$ cat src/rtl/uart_alu_core.sv
// Packet byte-stream ALU between uart_rx and uart_tx: echoes payloads or reduces
// OPW-bit little-endian operands with add, subtract or shift-add multiply.
module uart_alu_core #(
  parameter int unsigned OPW      = 32,
  parameter int unsigned LEN_W    = 16,
  parameter logic [7:0]  OP_ECHO  = 8'hEC,
  parameter logic [7:0]  OP_ADD   = 8'hA0,
  parameter logic [7:0]  OP_SUB   = 8'hA1,
  parameter logic [7:0]  OP_MUL   = 8'hA2,
  parameter logic [7:0]  ERR_BYTE = 8'hEE
) (
  input  logic       clk,
  input  logic       rst,
  input  logic [7:0] data_i,
  input  logic       valid_i,
  output logic       ready_o,
  output logic [7:0] data_o,
  output logic       valid_o,
  input  logic       ready_i,
  output logic       busy_o,
  output logic       err_o
);

  localparam int unsigned NB = OPW / 8;
  localparam int unsigned BW = (NB > 1) ? $clog2(NB) : 1;
  localparam int unsigned MW = $clog2(OPW);

  typedef enum logic [2:0] {
    StHdr,
    StEcho,
    StOpnd,
    StMulRun,
    StDrain,
    StTxRes,
    StTxErr
  } state_e;

  state_e           state_q;
  logic [1:0]       hdr_cnt_q;
  logic [7:0]       op_q;
  logic [7:0]       len_lo_q;
  logic [LEN_W-1:0] rem_q;
  logic [BW-1:0]    byte_cnt_q;
  logic [BW-1:0]    tx_cnt_q;
  logic [MW-1:0]    mul_cnt_q;
  logic             first_q;
  logic [OPW-1:0]   acc_q;
  logic [OPW-1:0]   opnd_q;
  logic [OPW-1:0]   mcand_q;
  logic             err_q;

  logic             in_fire;
  logic             out_fire;
  logic             op_done;
  logic             pay_last;
  logic             is_arith;
  logic             pay_bad;
  logic [OPW-1:0]   opnd_full;
  logic [LEN_W-1:0] len_w;
  logic [LEN_W-1:0] pay;

  assign in_fire  = valid_i && ready_o;
  assign out_fire = valid_o && ready_i;

  always_comb begin
    // Operand bytes arrive LSB first, so each new byte enters at the top.
    opnd_full = OPW'({data_i, opnd_q} >> 8);
    len_w     = LEN_W'({data_i, len_lo_q});
    pay       = len_w - LEN_W'(4);
    is_arith  = op_q inside {OP_ADD, OP_SUB, OP_MUL};
    pay_bad   = (pay == '0) || ((pay % LEN_W'(NB)) != '0);
    op_done   = (byte_cnt_q == BW'(NB - 1));
    pay_last  = (rem_q == LEN_W'(1));
  end

  always_comb begin
    ready_o = 1'b0;
    valid_o = 1'b0;
    data_o  = acc_q[7:0];
    if (rst) begin
      case (state_q)
        StHdr, StOpnd: ready_o = 1'b1;
        StDrain:       ready_o = (rem_q != '0);
        StEcho: begin
          ready_o = ready_i;
          valid_o = valid_i;
          data_o  = data_i;
        end
        StTxRes:       valid_o = 1'b1;
        StTxErr: begin
          valid_o = 1'b1;
          data_o  = ERR_BYTE;
        end
        default: ;
      endcase
    end
    busy_o = rst && ((state_q != StHdr) || (hdr_cnt_q != 2'd0));
    err_o  = err_q;
  end

  always_ff @(posedge clk) begin
    if (!rst) begin
      state_q    <= StHdr;
      hdr_cnt_q  <= 2'd0;
      op_q       <= 8'd0;
      len_lo_q   <= 8'd0;
      rem_q      <= '0;
      byte_cnt_q <= '0;
      tx_cnt_q   <= '0;
      mul_cnt_q  <= '0;
      first_q    <= 1'b0;
      acc_q      <= '0;
      opnd_q     <= '0;
      mcand_q    <= '0;
      err_q      <= 1'b0;
    end else begin
      err_q <= 1'b0;
      unique case (state_q)
        StHdr: begin
          if (in_fire) begin
            hdr_cnt_q <= hdr_cnt_q + 2'd1;
            if (hdr_cnt_q == 2'd0) op_q <= data_i;
            if (hdr_cnt_q == 2'd2) len_lo_q <= data_i;
            if (hdr_cnt_q == 2'd3) begin
              rem_q      <= pay;
              byte_cnt_q <= '0;
              tx_cnt_q   <= '0;
              first_q    <= 1'b1;
              if (len_w < LEN_W'(4)) begin
                state_q <= StTxErr;
                err_q   <= 1'b1;
              end else if (op_q == OP_ECHO) begin
                state_q <= (pay == '0) ? StHdr : StEcho;
              end else if (is_arith && !pay_bad) begin
                state_q <= StOpnd;
              end else if (!is_arith && (pay == '0)) begin
                state_q <= StTxErr;
                err_q   <= 1'b1;
              end else begin
                state_q <= StDrain;
                err_q   <= 1'b1;
              end
            end
          end
        end
        StEcho: begin
          if (in_fire) begin
            rem_q <= rem_q - LEN_W'(1);
            if (pay_last) state_q <= StHdr;
          end
        end
        StOpnd: begin
          if (in_fire) begin
            rem_q      <= rem_q - LEN_W'(1);
            opnd_q     <= opnd_full;
            byte_cnt_q <= op_done ? '0 : byte_cnt_q + BW'(1);
            if (op_done) begin
              first_q <= 1'b0;
              if (first_q) begin
                acc_q <= opnd_full;
                if (pay_last) state_q <= StTxRes;
              end else if (op_q == OP_MUL) begin
                // Product is rebuilt into acc; the multiplier shifts out of opnd.
                mcand_q   <= acc_q;
                acc_q     <= '0;
                mul_cnt_q <= '0;
                state_q   <= StMulRun;
              end else begin
                acc_q <= (op_q == OP_SUB) ? acc_q - opnd_full : acc_q + opnd_full;
                if (pay_last) state_q <= StTxRes;
              end
            end
          end
        end
        StMulRun: begin
          if (opnd_q[0]) acc_q <= acc_q + mcand_q;
          mcand_q   <= mcand_q << 1;
          opnd_q    <= opnd_q >> 1;
          mul_cnt_q <= mul_cnt_q + MW'(1);
          if (mul_cnt_q == MW'(OPW - 1)) state_q <= (rem_q == '0) ? StTxRes : StOpnd;
        end
        StDrain: begin
          if (rem_q == '0) begin
            state_q <= StTxErr;
          end else if (in_fire) begin
            rem_q <= rem_q - LEN_W'(1);
            if (pay_last) state_q <= StTxErr;
          end
        end
        StTxRes: begin
          if (out_fire) begin
            acc_q    <= acc_q >> 8;
            tx_cnt_q <= tx_cnt_q + BW'(1);
            if (tx_cnt_q == BW'(NB - 1)) state_q <= StHdr;
          end
        end
        StTxErr: begin
          if (out_fire) state_q <= StHdr;
        end
        default: state_q <= StHdr;
      endcase
    end
  end

endmodule

$ cat config.mk
export PLATFORM = sky130hd
export DESIGN_NAME = uart_alu_core
export DESIGN_NICKNAME = d
export VERILOG_FILES = /design/src/rtl/uart_alu_core.sv
export SDC_FILE = /design/constraint.sdc
export NUM_CORES = 1
export LEC_CHECK = 0
export BUFFER_PORTS_ARGS = -buffer_cell sky130_fd_sc_hd__buf_2
export CORE_ASPECT_RATIO = 0.6
export CORE_MARGIN = 4
export CORE_UTILIZATION = 50
export DETAILED_ROUTE_END_ITERATION = 8
export PLACE_DENSITY = 0.63
export RECOVER_POWER = 100
export SETUP_SLACK_MARGIN = 0.05
export SYNTH_ARGS = -nofsm -noshare
export SYNTH_HDL_FRONTEND = slang
export SYNTH_SLANG_ARGS = --single-unit
$ cat constraint.sdc
create_clock -name clk -period 5.5 [get_ports clk]
set_input_delay 0.825 -clock clk [delete_from_list [all_inputs] [get_ports clk]]
set_output_delay 0.825 -clock clk [all_outputs]
set_load 0.03 [all_outputs]
Word-level counts from Yosys, hierarchy flattened
Index checks and enable logic that the tools add are counted.
- bits in writable memories: 0
- input port bits: 12
- logic and storage cells: 162
- memories: 0
- latch bits: 0
- register bits after elaboration: 144
- ROM bits: 0
- eq/ne operators: 32
- multipliers: 0
- reductions and logical operators: 38
- multiplexer cells: 69
- divide/modulo/power cells: 0
- magnitude comparators: 1
- bitwise logic cells: 0
- shift-type cells: 0
- add/sub/neg operators: 9
- operator list (operator ; count):
    $mux 32 ; 12
    $pmux 32 s2 ; 2
    $pmux 32 s3 ; 1
    $add 32x32->32 ; 2
    $mux 16 ; 4
    $mux 3 ; 20
    $pmux 16 s3 ; 1
    $eq 8x8->1 const B ; 4
    $logic_not 16->1 ; 2
    $reduce_bool 16->1 ; 2
    $sub 32x32->32 ; 1
    $ne 2x2->1 const B ; 14
    $pmux 3 s7 ; 1
    $mux 5 ; 4
    $eq 16x1->1 const B ; 1
    $lt 16x3->1 const B ; 1
    $pmux 8 s2 ; 1
    $reduce_and 4->1 ; 4
    $sub 16x1->16 const B ; 1
    $sub 16x3->16 const B ; 1
    $reduce_and 5->1 ; 3
    $mux 2 ; 6
    $reduce_and 12->1 ; 1
    $reduce_bool 3->1 ; 4
    other kinds (23) ; 56

Depth between registers and ports, before layout
Gate-level depths: netlist (run 1).
- depth after elaboration: 11
- gate-level depth with buffers: 19
- depth with buffers taken out: 18

Worst setup path before layout (run 1)
Ideal clock, no wire load.
- path type: register to register
- from: register op_q[4]
- to: register acc_q[23]
- required time: 5.377 ns
- clock period less this slack: 4.377 ns
- setup slack: 1.123 ns
- path buffers: 2
- data arrival time: 4.254 ns
- stages on the path, launching flop included: 17
- cell sequence: dfxtp_1 nand3b_1 or4_1 clkbuf_1 nor3b_1 clkbuf_1 nor2_1 xnor2_1 ha_1 o2111ai_1 a31oi_1 a21boi_0 o41a_1 o21ai_1 xor2_1 a221oi_1 nor2_1
- word-level cells in the longest chain between the ends: 7
- elaborated cells on any way between the ends: 8
- RTL lines (item ; line ; source):
    start: declaration ; 40 ; logic [7:0] op_q;
    start signal: assignment ; 122 ; if (hdr_cnt_q == 2'd0) op_q <= data_i;
    $eq 8x8->1 ; 169 ; acc_q <= (op_q == OP_SUB) ? acc_q - opnd_full : acc_q + opnd_full;
    $mux 32 ; 169 ;
    $mux 32 (*) ; 162 ; end else if (op_q == OP_MUL) begin
    $mux 32 (*) ; 159 ; if (first_q) begin
    $mux 32 (*) ; 157 ; if (op_done) begin
    $mux 32 (*) ; 153 ; if (in_fire) begin
    $pmux 32 s3 (*) ; 118 ; unique case (state_q)
    end signal: assignment ; 160 ; acc_q <= opnd_full;
    end signal: assignment ; 169 ;
    end signal: assignment ; 176 ; if (opnd_q[0]) acc_q <= acc_q + mcand_q;
    end: declaration ; 47 ; logic [OPW-1:0] acc_q;
Every way passes the cells marked *; elsewhere a longest branch is shown, timed or not. The select of a mux whose other input is x is not followed.
A chain may end at the register's enable or synchronous reset.

Worst setup path after layout (run 1)
- from: register op_q[4]
- to: register acc_q[31]
Same word-level chain as after synthesis.

==> results of run 1 <==
## cell type report
type | instances | area, µm² | area share, %
flip-flops and latches | 144 | 2880 | 23.3
clock inverters | 12 | 204 | 1.65
repair buffers | 45 | 240 | 1.94
well taps | 308 | 385 | 3.11
inverters | 27 | 104 | 0.838
multi-input cells | 1297 | 8130 | 65.6
clock buffers | 19 | 443 | 3.58
## logic make-up (layout without fill, tap and decap cells)
group | after synthesis | in the layout
fa+ha+maj | 76 | 76
simple gates | 577 | 577
compound gates | 529 | 529
flops | 144 | 144
xor+xnor | 88 | 88
mux | 27 | 27
buf+inv | 145 | 103
## final timing paths
kind	from	end	slack [ns]	depth (start not counted)
max	op_q[4]	acc_q[31]	0.55	15
min	byte_cnt_q[1]	byte_cnt_q[1]	0.46	2
max reg2reg	op_q[4]	acc_q[31]	0.55	15
min reg2reg	byte_cnt_q[1]	byte_cnt_q[1]	0.46	2
## cell usage in the layout (no fill, tap or decap), drive strengths merged, types with 34 or more instances in the layout
cell,n
nand3,51
a21oi,148
clkbuf,37
xor2,34
dfxtp,144
o21ai,115
xnor2,54
a311oi,37
a21o,36
nand2,201
a211oi,43
ha,74
nor2,176
## power breakdown
group          internal, µW  switching [µW]
clock                   819             506
combinational          42.4             102
sequential             1050            6.26
## cells in the mapped netlist, drive strengths merged (4+ instances only)
library cell,n
a31oi,18
a21boi,6
or4,8
a21o,36
nand2b,12
nand3,51
nand2,201
o41ai,4
a221oi,18
or3,12
clkbuf,96
mux2i,27
a21oi,148
a211oi,43
o21ai,115
nor4,11
a311oi,37
o21a,9
a2111oi,5
nor2b,15
nand4,12
dfxtp,144
xnor2,54
nor2,176
a222oi,6
or2,10
o211ai,9
nor3,32
nor3b,5
o22ai,4
xor2,34
inv,26
buf,22
a22o,8
o21bai,9
a22oi,14
o31ai,13
ha,74
and2,19
## registers in the layout, summed over array words and instances (netlist names)
register / cells
op_q: 8
tx_cnt_q: 2
acc_q: 32
len_lo_q: 8
opnd_q: 32
rem_q: 16
state_q: 3
byte_cnt_q: 2
mul_cnt_q: 5
err_o: 1
mcand_q: 32
first_q: 1
hdr_cnt_q: 2
## tightest hold or removal path, stage by stage, from the launching register on
cell and delay [ns]:
dfxtp_1 0.31, nand2_1 0.05, a21oi_1 0.05
## per-stage QoR
stage | hold WS (ns) | instances | cell area [µm²] | setup WS [ns] | total power [µW]
after floorplan | 0.423 | 1586 | 11600 | 1.12 | 1180
after global placement | 0.444 | 1821 | 11800 | 0.725 | 1220
after detailed placement | 0.454 | 1821 | 11800 | 0.662 | 1220
after CTS | 0.463 | 1852 | 12500 | 0.647 | 2540
after global routing | 0.494 | 1852 | 12400 | 0.154 | 2600
final | 0.461 | 1852 | 12400 | 0.554 | 2520
## routing by layer
layer  wire length (µm)  part of all wire, %  global-route usage (%)
met1              18800                   51                    45.1
met2              14400                   39                    37.7
met3               3320                  8.9                    6.96
met4                709                  1.9                    8.23
met5                  0                    0                       0
==> impl_metrics.csv, run 1 <==
group,metric,value,unit
detailed_routing,drt_pass1_iterations,6,
global_route,track_usage,28.6,%
synthesis,synth_edf_count,0,
sta,finalHoldViolCount,0,
global_route,grt_max_degree,67,
global_route,grt_pass1_vias,10318,
cells_and_area,n_antenna_cell,0,
flow_run,drv_cap,6,
synthesis,synth_fp_nets,1674,
sta,finalSetupTns,0,ns
worst_setup_path,crit_path_start_kind,"flop",
detailed_routing,wl,37300,µm
sta,setup_violations,0,
power_and_ir_drop,power.density,204,nW/µm²
clock_tree,hold_buffers,0,
synthesis,yosys.area_share.simple,22.4,%
synthesis,async_flop_share,0,%
detailed_routing,vias_per_cell,6.34,
worst_setup_path,worstSetupEndpointType,"flop",
power_and_ir_drop,peakVddDrop,0.180,mV
synthesis,netlist.area_leader.share,24.8,%
sta,report.final.slew_viol_count,221,
global_route,gr-total-overflow,0,
clock_tree,cts.reportedPaths.clkPinSlew,0.06,ns
floorplanning,dieArea,25800,µm²
worst_setup_path,crit_top_cell,"o21ai_1",
clock_tree,cts_tree,"built",
synthesis,ys_dominant_reg_cell,"dfxtp_1",
synthesis,synth_cell_types,72,
worst_setup_path,crit_path_max_fanout,13,
clock_tree,postCtsSetupBuffers,0,
synthesis,avgSynthCellArea,7.32,µm²
sta,finalCriticalPeriod,4.95,ns
synthesis,ys_seq_elements,144,
synthesis,synth_cells,1586,
cells_and_area,final_util,55.2,%
synthesis,yosys_warnings,0,
detailed_routing,avgRoutedWirePerCell,20.1,µm
detailed_routing,ant_nets,0,
floorplanning,die_x,205,µm
sta,rsz0062_at_grt,"false",
clock_tree,cts_root_buf,"clkbuf_16",
floorplanning,coreArea,22400,µm²
worst_setup_path,cpPeakStageDelay,0.67,ns
cells_and_area,fin_nets,1620,
synthesis,netlist_area,11600,µm²
cells_and_area,fillers,2169,
cells_and_area,synthToLayoutAreaGrowth,6.65,%
worst_setup_path,crit_type,"reg -> reg",
cells_and_area,drive_above_1_share,5.89,%
worst_setup_path,slowest_stage,"or3b_2",
floorplanning,start_util,51.8,%
sta,relSlewSlack,-87.0,%
synthesis,netlist_top_cells_area,"dfxtp_1, ha_1, nand2_1",
global_route,grt_pass1_wl,59100,µm
clock_tree,clk-insertion-delay-late,0.45,ns
floorplanning,die_h,126,µm
power_and_ir_drop,total_leakage_power,0.00495,µW
synthesis,synth-xor-area-share,6.64,%
synthesis,synth.area.mux_share,2.33,%
clock_tree,cts-resized-gates,0,
sta,fin_crit_sh,89.9,%
synthesis,synthAdderAreaFrac,8.32,%
sta,worst_clock_skew,0.0110,ns
floorplanning,rows,42,
worst_setup_path,cp.required,5.83,ns
detailed_routing,vias,11737,
synthesis,synth_area_leader_cell,"dfxtp_1",
placed_design,io_buffers,23,
synthesis,yosysSeqAreaShare,24.8,%
detailed_routing,drt_iter0_drc,1301,
detailed_routing,drc,0,
outcome,status,"complete, but fails checks",
clock_tree,cts.sinks,144,
worst_setup_path,arrival,5.28,ns
clock_tree,clockBufferDepth,2,
placed_design,dp_hpwl,26900,µm
sta,worst_pin_slew,2.80,ns
worst_hold_path,min_path_type,"reg -> reg",
clock_tree,cts_max_level,4,
worst_setup_path,cp_cell_sequence,"nand3b_1 > or4_1 > or3b_2 > o21ai_0 > inv_1 > ha_1 > nor2b_1 > o2111ai_1 > a31oi_1 > a21boi_0 > o41a_1 > o21ai_1 > a2111oi_0 > nor3_1 > o21ai_1",
worst_setup_path,critPathTopFamily,"compound AO/OA/AOI/OAI gates",
clock_tree,cts_buffers,17,
placed_design,routabilityCongestion,0.946,
worst_setup_path,path_buf_inv,1,
sta,max_clock_freq,202,MHz
synthesis,synth-compound-area-share,30.4,%
synthesis,synth_top_family_by_area,"compound AO/OA/AOI/OAI gates",
global_route,antenna_found_initial,0,
floorplanning,pin_count,24,
outcome,violations,"max-capacitance violations, max-slew violations",
Note: power is estimated with default switching activity, not from simulation.
==> run 2, diff against run 1 <==
Settings changed: CTS_BUF_LIST set to sky130_fd_sc_hd__clkbuf_16.
==> impl_metrics.csv, run 2 (synthesis gave the netlist of run 1 again) <==
group,metric,value,unit
power_and_ir_drop,pwr-share-clk,52.2,%
detailed_routing,vias,11750,
clock_tree,cts.reportedPaths.clkPinSlew,0.07,ns
clock_tree,cts-resized-gates,0,
flow_run,drv_cap,6,
clock_tree,cts.sinks,144,
worst_hold_path,min_path_type,"reg -> reg",
worst_setup_path,cp_cell_sequence,"nand3b_1 > or4_1 > or3b_2 > o21ai_0 > inv_1 > ha_1 > nor2b_1 > o2111ai_1 > a31oi_1 > a21boi_0 > o41a_1 > o21ai_1 > xor2_1 > a221oi_1 > nor2_1",
floorplanning,die_x,205,µm
worst_setup_path,worstSetupEndpointType,"flop",
detailed_routing,drt_pass1_iterations,7,
worst_setup_path,crit_path_start_kind,"flop",
cells_and_area,final_cell_mix,"nand2_1, nor2_1, a21oi_1",
clock_tree,postCtsSetupBuffers,0,
floorplanning,pin_count,24,
detailed_routing,avgRoutedWirePerCell,20.1,µm
power_and_ir_drop,total_leakage_power,0.00495,µW
placed_design,pre_cts_ws,0.662,ns
cells_and_area,fillers,2171,
sta,whs,0.462,ns
global_route,track_usage,28.6,%
floorplanning,dieArea,25800,µm²
clock_tree,clockBufferDepth,2,
cells_and_area,seqCellArea,2880,µm²
global_route,antenna_found_initial,0,
floorplanning,die_h,126,µm
global_route,grt_pass1_wl,59000,µm
power_and_ir_drop,pwr-share-comb,5.8,%
power_and_ir_drop,switching_power,614,µW
detailed_routing,vias_per_cell,6.34,
sta,report.final.slew_viol_count,221,
sta,setup_violations,0,
cells_and_area,final_common_cell,"nand2_1",
cells_and_area,drive_above_1_share,5.83,%
clock_tree,cts_buffers,17,
global_route,gr-total-overflow,0,
worst_setup_path,r2r_slack,0.58,ns
sta,worst_pin_slew,2.79,ns
sta,worst_clock_skew,0.00969,ns
floorplanning,coreArea,22400,µm²
cells_and_area,synthToLayoutAreaGrowth,6.56,%
global_route,grt_pass1_vias,10322,
clock_tree,hold_buffers,0,
clock_tree,clk-insertion-delay-late,0.45,ns
cells_and_area,final_util,55.2,%
cells_and_area,top_regs,"acc_q x32, mcand_q x32, opnd_q x32",
detailed_routing,drt_iter0_drc,1385,
sta,setup_ws,0.579,ns
worst_setup_path,arrival,5.25,ns
detailed_routing,ant_nets,0,
detailed_routing,drc,0,
sta,finalSetupTns,0,ns
power_and_ir_drop,swShare,24.5,%
cells_and_area,multi_input_area,8130,µm²
cells_and_area,n_antenna_cell,0,
power_and_ir_drop,pwr-share-seq,42.0,%
power_and_ir_drop,internal_power,1890,µW
detailed_routing,wl,37300,µm
sta,relSlewSlack,-86.0,%
floorplanning,start_util,51.8,%
worst_setup_path,cpPeakStageDelay,0.67,ns
sta,max_clock_freq,203,MHz
power_and_ir_drop,peakVddDrop,0.180,mV
sta,finalCriticalPeriod,4.92,ns
placed_design,io_buffers,23,
clock_tree,cts_root_buf,"clkbuf_16",
placed_design,routabilityCongestion,0.946,
power_and_ir_drop,power.density,203,nW/µm²
sta,finalHoldViolCount,0,
global_route,grt_max_degree,67,
clock_tree,cts_max_level,4,
placed_design,dp_hpwl,26900,µm
sta,fin_crit_sh,89.5,%
worst_setup_path,slowest_stage,"or3b_2",
clock_tree,cts_tree,"built",
cells_and_area,fin_nets,1620,
sta,rsz0062_at_grt,"false",
worst_setup_path,crit_type,"reg -> reg",
worst_setup_path,cp.required,5.83,ns
outcome,violations,"max-capacitance violations, max-slew violations",
outcome,status,"complete, but fails checks",
floorplanning,rows,42,
worst_setup_path,crit_path_max_fanout,13,
[run 2: changes by cell type in the layout (fill, tap and decap cells not counted), sizes merged]
cell / before / now
clkbuf: 37 / 35
clkinv: 3 / 4
inv: 31 / 32
[run 2: cell type report]
type / instances / area share, %
tap: 308 / 3.11
inverter: 27 / 0.839
multi-input combinational: 1297 / 65.7
clock inverter: 14 / 1.71
clock buffer: 17 / 3.44
timing repair buffer: 45 / 1.94
sequential: 144 / 23.3
[run 2: worst max-delay path, delay by kind of cell (launching register included)]
| family | cells | cell delay, ns |
|---|---|---|
| compound gates | 7 | 2.40 |
| buf+inv | 1 | 0.08 |
| fa+ha+maj | 1 | 0.27 |
| xor+xnor | 1 | 0.12 |
| flops | 1 | 0.31 |
| simple gates | 5 | 1.61 |
[run 2: worst paths after layout]
| kind | start | end | cells after the start |
|---|---|---|---|
| max | op_q[4] | acc_q[23] | 15 |
| min | byte_cnt_q[1] | byte_cnt_q[1] | 2 |
| max reg2reg | op_q[4] | acc_q[23] | 15 |
| min reg2reg | byte_cnt_q[1] | byte_cnt_q[1] | 2 |
[run 2: metrics by stage]
| step | cells | total power (µW) | cell area (µm²) |
|---|---|---|---|
| floorplan | 1586 | 1180 | 11600 |
| CTS | 1852 | 2530 | 12500 |
| global placement | 1821 | 1220 | 11800 |
| global route | 1852 | 2590 | 12400 |
| finish | 1852 | 2510 | 12400 |
| detailed placement | 1821 | 1220 | 11800 |
[run 2: routing by layer]
layer	share of wire [%]	wire length (µm)	up-vias	global-route usage, %
li1	-	-	5697	-
met1	50	18800	5496	45.2
met2	39	14400	503	37.6
met3	9.2	3430	54	6.96
met4	1.8	685	0	8.31
met5	0	0	-	0
[run 2: power groups by stage]
| stage | Clock (µW) | Combinational [µW] | Sequential (µW) |
|---|---|---|---|
| after floorplan | 0 | 104 | 1080 |
| after global placement | 0 | 143 | 1080 |
| after detailed placement | 0 | 144 | 1080 |
| after CTS | 1330 | 144 | 1050 |
| after global routing | 1370 | 158 | 1050 |
| final | 1310 | 145 | 1050 |
==> run 3, diff against run 2 <==
--- a/config.mk
+++ b/config.mk
@@ -13,3 +13,3 @@
 export DETAILED_ROUTE_END_ITERATION = 8
-export PLACE_DENSITY = 0.63
+export PLACE_DENSITY = 0.66
 export RECOVER_POWER = 100
==> constraint.sdc (replaced) <==
create_clock -name clk -period 5.5 [get_ports clk]
set_input_delay 1.1 -clock clk [delete_from_list [all_inputs] [get_ports clk]]
set_output_delay 1.1 -clock clk [all_outputs]
set_load 0.03 [all_outputs]
==> impl_metrics.csv, run 3 (synthesis gave the netlist of run 1 again) <==
group,metric,value,unit
placed_design,io_buffers,23,
placed_design,routabilityCongestion,0.971,
worst_hold_path,min_path_type,"reg -> reg",
sta,rsz0062_at_grt,"false",
cells_and_area,final_cell_mix,"nand2_1, nor2_1, a21oi_1",
worst_setup_path,crit_path_start_kind,"flop",
sta,finalCriticalPeriod,4.89,ns
worst_setup_path,crit_type,"reg -> reg",
detailed_routing,avgRoutedWirePerCell,19.5,µm
cells_and_area,multi_input_area,8140,µm²
global_route,track_usage,27.7,%
detailed_routing,drt_iter0_drc,1354,
detailed_routing,ant_nets,0,
power_and_ir_drop,total_leakage_power,0.00487,µW
cells_and_area,seqCellArea,2880,µm²
power_and_ir_drop,power.density,191,nW/µm²
global_route,gr-total-overflow,0,
worst_setup_path,cp_cell_sequence,"nand3b_1 > or4_1 > or3b_2 > o21ai_0 > inv_1 > ha_1 > nor2b_1 > o2111ai_1 > a31oi_1 > a21boi_0 > o41a_1 > o21ai_1 > xor2_1 > a221oi_1 > nor2_1",
sta,finalSetupTns,0,ns
worst_setup_path,cp.required,5.83,ns
cells_and_area,drive_above_1_share,5.64,%
placed_design,dpl_cell_area,11800,µm²
power_and_ir_drop,switching_power,626,µW
worst_setup_path,slowest_stage,"or3b_2",
cells_and_area,synthToLayoutAreaGrowth,5.81,%
detailed_routing,wl,36100,µm
outcome,violations,"max-capacitance violations, max-slew violations",
worst_setup_path,crit_path_max_fanout,13,
detailed_routing,drt_pass1_iterations,6,
cells_and_area,final_common_cell,"nand2_1",
power_and_ir_drop,p_total,2340,µW
detailed_routing,vias_per_cell,6.32,
power_and_ir_drop,pwr-share-clk,48.9,%
cells_and_area,fillers,2202,
floorplanning,coreArea,22400,µm²
sta,worst_clock_skew,0.00839,ns
cells_and_area,fin_area,12300,µm²
sta,finalHoldViolCount,0,
clock_tree,cts_root_buf,"clkbuf_16",
clock_tree,cts_max_level,4,
clock_tree,postCtsSetupBuffers,0,
outcome,status,"complete, but fails checks",
cells_and_area,instances_no_fill,1851,
power_and_ir_drop,pwr-share-seq,45.0,%
floorplanning,pin_count,24,
clock_tree,hold_buffers,0,
clock_tree,clk-insertion-delay-late,0.45,ns
global_route,grt_max_degree,72,
power_and_ir_drop,internal_power,1720,µW
clock_tree,cts_tree,"built",
power_and_ir_drop,peakVddDrop,0.206,mV
cells_and_area,top_regs,"acc_q x32, mcand_q x32, opnd_q x32",
worst_setup_path,worstSetupEndpointType,"flop",
placed_design,place_inst,1819,
sta,setup_violations,0,
global_route,grt_pass1_vias,10186,
floorplanning,die_h,126,µm
global_route,grt_pass1_wl,57900,µm
global_route,antenna_found_initial,0,
power_and_ir_drop,pwr-share-comb,6.1,%
floorplanning,start_util,51.8,%
floorplanning,rows,42,
sta,report.final.slew_viol_count,151,
power_and_ir_drop,swShare,26.7,%
detailed_routing,vias,11700,
floorplanning,dieArea,25800,µm²
sta,worst_pin_slew,3.13,ns
flow_run,drv_cap,3,
clock_tree,cts.sinks,144,
worst_setup_path,arrival,5.22,ns
cells_and_area,n_antenna_cell,0,
detailed_routing,drc,0,
clock_tree,cts-resized-gates,0,
clock_tree,cts.reportedPaths.clkPinSlew,0.06,ns
sta,relSlewSlack,-109,%
sta,max_clock_freq,204,MHz
floorplanning,die_x,205,µm
worst_setup_path,cpPeakStageDelay,0.66,ns
cells_and_area,fin_nets,1618,
sta,fin_crit_sh,89.0,%
clock_tree,clockBufferDepth,2,
clock_tree,cts_buffers,17,
placed_design,dp_hpwl,26400,µm
-- run 3: worst paths after layout --
kind                            slack [ns]         to  cells past startpoint    start
worst min register to register        0.45    op_q[4]                      2  op_q[4]
worst max register to register        0.61  acc_q[23]                     15  op_q[4]
worst min-delay path                  0.45    op_q[4]                      2  op_q[4]
worst max-delay path                  0.61  acc_q[23]                     15  op_q[4]
-- run 3: worst max-delay path, delay by kind of cell (launching register included) --
family | cells | cell delay (ns)
AO/OA/AOI/OAI | 7 | 2.36
AND/OR/NAND/NOR | 5 | 1.59
flip-flops | 1 | 0.30
adder cells (fa/ha/maj) | 1 | 0.27
XOR/XNOR | 1 | 0.13
buffers and inverters | 1 | 0.10
-- run 3: stage by stage --
stage          hold slack [ns]  setup slack [ns]  utilization, %
6_report                 0.450             0.606            54.8
5_1_grt                  0.484             0.184            54.8
4_1_cts                  0.455             0.623            55.2
3_5_place_dp             0.445             0.658            52.7
3_3_place_gp             0.441             0.751            52.7
2_1_floorplan            0.423              1.12               -
-- run 3: per-layer routing --
layer  vias to the layer above  GRT usage, %  share of wire [%]
met5                         -             0                  0
met4                         0          6.89                1.3
met3                        38          5.76                9.3
met2                       471          36.0                 38
met1                      5477          45.0                 51
li1                       5714             -                  -
-- run 3: area by class of cell --
class / instances / share of cell area (%)
Multi-Input combinational cell: 1297 / 66.2
Sequential cell: 144 / 23.5
Clock buffer: 17 / 3.46
Tap cell: 308 / 3.14
Timing Repair Buffer: 43 / 1.80
Clock inverter: 15 / 1.10
Inverter: 27 / 0.845
-- run 3: power groups by stage --
stage / sequential, µW / combinational (µW) / clock [µW]
2_1_floorplan: 1080 / 104 / 0
3_5_place_dp: 1080 / 143 / 0
4_1_cts: 1050 / 143 / 1160
6_report: 1050 / 144 / 1150
5_1_grt: 1050 / 157 / 1210
3_3_place_gp: 1080 / 142 / 0
